**src/rtl/gcd_ctrl.sv**
```systemverilog
// gcd_ctrl: Moore FSM sequencing a subtract-based GCD datapath.
// Ports: clk, rst (async high), start, gt/lt/eq flags in; LdA, LdB,
//        sel_in, sel1, sel2, busy, done, err, iter_cnt[15:0] out.
module gcd_ctrl #(
    parameter logic [15:0] MAX_ITER = 16'hFFFF
) (
    input  logic        clk,
    input  logic        rst,
    input  logic        start,
    input  logic        gt,
    input  logic        lt,
    input  logic        eq,
    output logic        LdA,
    output logic        LdB,
    output logic        sel_in,
    output logic        sel1,
    output logic        sel2,
    output logic        busy,
    output logic        done,
    output logic        err,
    output logic [15:0] iter_cnt
);

    typedef enum logic [2:0] {
        IDLE   = 3'd0,
        LOAD_A = 3'd1,
        LOAD_B = 3'd2,
        CMP    = 3'd3,
        SUB_A  = 3'd4,
        SUB_B  = 3'd5,
        DONE   = 3'd6,
        ERR    = 3'd7
    } state_t;

    state_t      state_q, state_d;
    logic [15:0] iter_cnt_q, iter_cnt_d;
    logic        err_q, err_d;

    always_ff @(posedge clk or posedge rst) begin
        if (rst) begin
            state_q    <= IDLE;
            iter_cnt_q <= 16'd0;
            err_q      <= 1'b0;
        end else begin
            state_q    <= state_d;
            iter_cnt_q <= iter_cnt_d;
            err_q      <= err_d;
        end
    end

    // Next state, step counter and error status.
    always_comb begin
        state_d    = state_q;
        iter_cnt_d = iter_cnt_q;
        err_d      = err_q;
        unique case (state_q)
            IDLE: begin
                if (start) begin
                    state_d    = LOAD_A;
                    iter_cnt_d = 16'd0;
                    err_d      = 1'b0;
                end
            end
            LOAD_A: state_d = LOAD_B;
            LOAD_B: state_d = CMP;
            CMP: begin
                // eq wins, then the step budget, then direction.
                if (eq) begin
                    state_d = DONE;
                end else if (iter_cnt_q == MAX_ITER) begin
                    state_d = ERR;
                    err_d   = 1'b1;
                end else if (gt) begin
                    state_d = SUB_A;
                end else if (lt) begin
                    state_d = SUB_B;
                end else begin
                    state_d = ERR;
                    err_d   = 1'b1;
                end
            end
            SUB_A, SUB_B: begin
                state_d = CMP;
                // Saturating; CMP stops runs at MAX_ITER anyway.
                if (iter_cnt_q < MAX_ITER) begin
                    iter_cnt_d = iter_cnt_q + 16'd1;
                end
            end
            DONE:    state_d = IDLE;
            ERR:     state_d = IDLE;
            default: state_d = IDLE;
        endcase
    end

    // Control outputs decode from the state register only.
    always_comb begin
        LdA    = 1'b0;
        LdB    = 1'b0;
        sel_in = 1'b0;
        sel1   = 1'b0;
        sel2   = 1'b0;
        busy   = 1'b0;
        done   = 1'b0;
        unique case (state_q)
            IDLE: ;
            LOAD_A: begin
                sel_in = 1'b1;
                LdA    = 1'b1;
                busy   = 1'b1;
            end
            LOAD_B: begin
                sel_in = 1'b1;
                LdB    = 1'b1;
                busy   = 1'b1;
            end
            CMP: busy = 1'b1;
            SUB_A: begin
                sel2 = 1'b1;
                LdA  = 1'b1;
                busy = 1'b1;
            end
            SUB_B: begin
                sel1 = 1'b1;
                LdB  = 1'b1;
                busy = 1'b1;
            end
            DONE:    done = 1'b1;
            ERR:     done = 1'b1;
            default: ;
        endcase
    end

    // err_q is set on the CMP->ERR edge, so it already reads 1 in ERR,
    // 0 in DONE, and holds until the next accepted start.
    assign err      = err_q;
    assign iter_cnt = iter_cnt_q;

endmodule

```
**config.mk**
```make
export PLATFORM = sky130hd
export DESIGN_NAME = gcd_ctrl
export DESIGN_NICKNAME = d
export VERILOG_FILES = /design/src/rtl/gcd_ctrl.sv
export SDC_FILE = /design/constraint.sdc
export NUM_CORES = 1
export LEC_CHECK = 0
export ABC_AREA = 0
export ABC_CLOCK_PERIOD_IN_PS = 3300
export BUFFER_PORTS_ARGS = -buffer_cell sky130_fd_sc_hd__buf_2
export CAP_MARGIN = 20
export CORE_UTILIZATION = 45
export CTS_BUF_LIST = sky130_fd_sc_hd__clkbuf_16
export DETAILED_ROUTE_END_ITERATION = 8
export GPL_TIMING_DRIVEN = 0
export PLACE_DENSITY = 0.69
export SLEW_MARGIN = 30
export SYNTH_ARGS = -nofsm -noshare
export SYNTH_HDL_FRONTEND = slang
export SYNTH_SLANG_ARGS = --single-unit
```
**constraint.sdc**
```tcl
create_clock -name clk -period 3.3 [get_ports clk]
set_clock_uncertainty 0.1 [all_clocks]
set_input_delay 0.33 -clock clk [delete_from_list [all_inputs] [get_ports clk]]
set_output_delay 0.33 -clock clk [all_outputs]
set_load 0.005 [all_outputs]
```
==> results_dict.tcl <==
set metrics [dict create \
    numCtsBuffers 3 \
    hold_viol 0 \
    p_leak_nw 0.6773 \
    die_w_um 53.91 \
    outcome "finished, final reports clean" \
    io_pins 30 \
    htreeDepth 1 \
    gp_congestion 0.8036 \
    setup_total_negative_slack_ps 0 \
    wl_per_cell_um 14.17 \
    yosysTopAreaCell "dfrtp_1" \
    syn_nets 135 \
    antennaDiodeCount 0 \
    start_kind "flop" \
    vias 1103 \
    drt_iter0_drc 20 \
    period_needed_ps 1903 \
    crit_family "simple AND/OR/NAND/NOR gates" \
    cts_setup_buffers 0 \
    cp.arrival_ps 1950 \
    placed_area_um2 1395 \
    gr-total-overflow 0 \
    tritoncts "yes" \
    timing.max_cap.violations 0 \
    grt_max_degree 21 \
    stdcell_area_um2 1474 \
    critPathMaxFanout 10 \
    track_usage_pct 22.59 \
    netlist.area_leader.share_pct 41.28 \
    ir_drop_v 0.0004772 \
    cts_sinks 20 \
    synth_cell_types 35 \
    wirelength_um 2706 \
    worst_slew_pin_slew_ps 757.2 \
    clk_path_buf_depth 2 \
    seq_area_frac_synth_pct 41.28 \
    die_h_um 53.91 \
    cts_root_buf "clkbuf_16" \
    period_share_pct 57.65 \
    rsz0062_at_grt "no" \
    start_util_pct 48.07 \
    syn_to_final_growth_pct 21.57 \
    slew_viol_final 0 \
    ys_warn_count 0 \
    worst-path-buf-inv 1 \
    regArea_um2 500.5 \
    worstSetupEndpointType "flop" \
    io_buffers 29 \
    synthArstFlopShare_pct 100.0 \
    antenna_left 0 \
    synth_ff_type "dfrtp_1" \
    power_density_nw_per_um2 730.2 \
    max_freq_ghz 0.5256 \
    cts_resized 0 \
    required_ps 3350 \
    coreArea_um2 2522 \
    place_hpwl_um 1954 \
    nNetsFinal 169 \
    holdBufCountCts 0 \
    drc 0 \
    critPathMaxStageDelay_ps 410 \
    slew_headroom_pct 49.47 \
    multi_input_area_um2 656.9 \
    setup_slack_ps 1397 \
    drt-vias-per-instance 5.775 \
    syn_inst 128 \
    hold_class "in -> async" \
    clk_latency_ps 250 \
    setup_viol 0 \
    num_rows 18 \
    cp_cell_sequence "ha_1 -> nand4_1 -> nor4_2 -> buf_4 -> nor2_1 -> o41ai_2" \
    die-area_um2 2906 \
    path_clk_slew_ps 60 \
    drive_gt1_share_pct 26.71 \
    first_global_vias 1024 \
    synth.cell_area_um2 1212 \
    post-place-ws_ps 1430 \
    synth_edf_count 0 \
    antenna_found_initial 0 \
    grt_pass1_wl_um 4747 \
    path_class "reg -> reg" \
    syn_avg_cell_area_um2 9.472 \
    ys_seq_elements 20 \
    synth_area_leaders "dfrtp_1 41%, mux2i_1 5.0%, o31ai_1 5.0%" \
    drt_pass1_iterations 4 \
    critical_path.slowest_cell "dfrtp_1" \
    fillers 236 \
]
-- layer usage --
| metal | part of all wire, % | wire (um) | up-vias | track usage, % |
|---|---|---|---|---|
| met5 | 0 | 0 | - | 0 |
| met4 | 0.37 | 10 | 0 | 3.947 |
| met3 | 4.8 | 130 | 2 | 4.237 |
| met2 | 48 | 1312 | 35 | 36.42 |
| met1 | 46 | 1253 | 517 | 31.63 |
| li1 | - | - | 549 | - |
-- synthesized netlist by cell type (3+ instances only) --
| cell | n |
|---|---|
| nor3_1 | 5 |
| nor2_1 | 12 |
| nand3_1 | 6 |
| inv_1 | 3 |
| dfrtp_1 | 20 |
| o31ai_1 | 8 |
| or4_1 | 8 |
| nand2_1 | 15 |
| and2_1 | 3 |
| a21oi_1 | 9 |
| or2_1 | 3 |
| mux2i_1 | 6 |
-- layout make-up --
type,count,share of cell area [%]
clock buffers,3,5.093
well taps,30,2.547
repair buffers,29,9.847
inverters,3,0.7640
flip-flops and latches,20,33.96
clock inverters,1,0.2547
multi-input cells,98,44.57
plain buffers,7,2.971
-- power by group --
group / switching (mW) / leakage [nW] / total, mW / internal, mW
clock: 0.0917 / 0.0385 / 0.253 / 0.161
sequential: 0.0977 / 0.266 / 0.421 / 0.323
combinational: 0.207 / 0.373 / 0.402 / 0.195
total: 0.397 / 0.677 / 1.08 / 0.679
-- worst reg2reg max path: stages (launching register included) --
cell and delay [ps]:
dfrtp_1 410, ha_1 310, nand4_1 170, nor4_2 310
buf_4 250, nor2_1 60, o41ai_2 190
-- through the flow --
step	utilization [%]	hold slack, ps	cells	power (mW)
2_1_floorplan	-	193.8	128	0.6658
3_3_place_gp	55.31	362.9	187	0.8088
3_5_place_dp	55.31	362.7	187	0.8272
4_1_cts	58.43	142.3	191	1.082
5_1_grt	58.43	193.6	191	1.162
6_report	58.43	101.8	191	1.076
-- sequential cells by signal (all words and copies together) (netlist names) --
name      cells
err           1
iter_cnt     16
state_q       3
-- worst paths after layout --
path	from	to	slack, ps	cells past startpoint
setup / recovery	iter_cnt[0]	err	1400	6
hold / removal	rst	iter_cnt[11]	100	2
setup reg to reg	iter_cnt[0]	err	1400	6
hold reg to reg	err	err	370	2
max in group asynchronous	rst	iter_cnt[8]	2520	2
min in group clk	eq	err	200	2
-- kinds of logic (layout without fill, tap and decap cells) --
| family | count (synthesis) | after routing | synth area share (%) |
|---|---|---|---|
| flops | 20 | 20 | 41.28 |
| xor+xnor | 2 | 2 | 1.445 |
| mux | 6 | 6 | 4.954 |
| buf+inv | 10 | 43 | 4.541 |
| fa+ha+maj | 1 | 1 | 1.032 |
| compound gates | 25 | 25 | 15.58 |
| simple gates | 64 | 64 | 31.17 |
-- cell usage in the layout (no fill, tap or decap), drive strengths merged, types with 5 or more instances in the layout --
master  instances
a21oi           9
buf            34
clkbuf          5
dfrtp          20
mux2i           6
nand2          15
nand3           7
nor2           12
nor3            5
o31ai           8
or4             8
(Power assumes the default switching activity.)
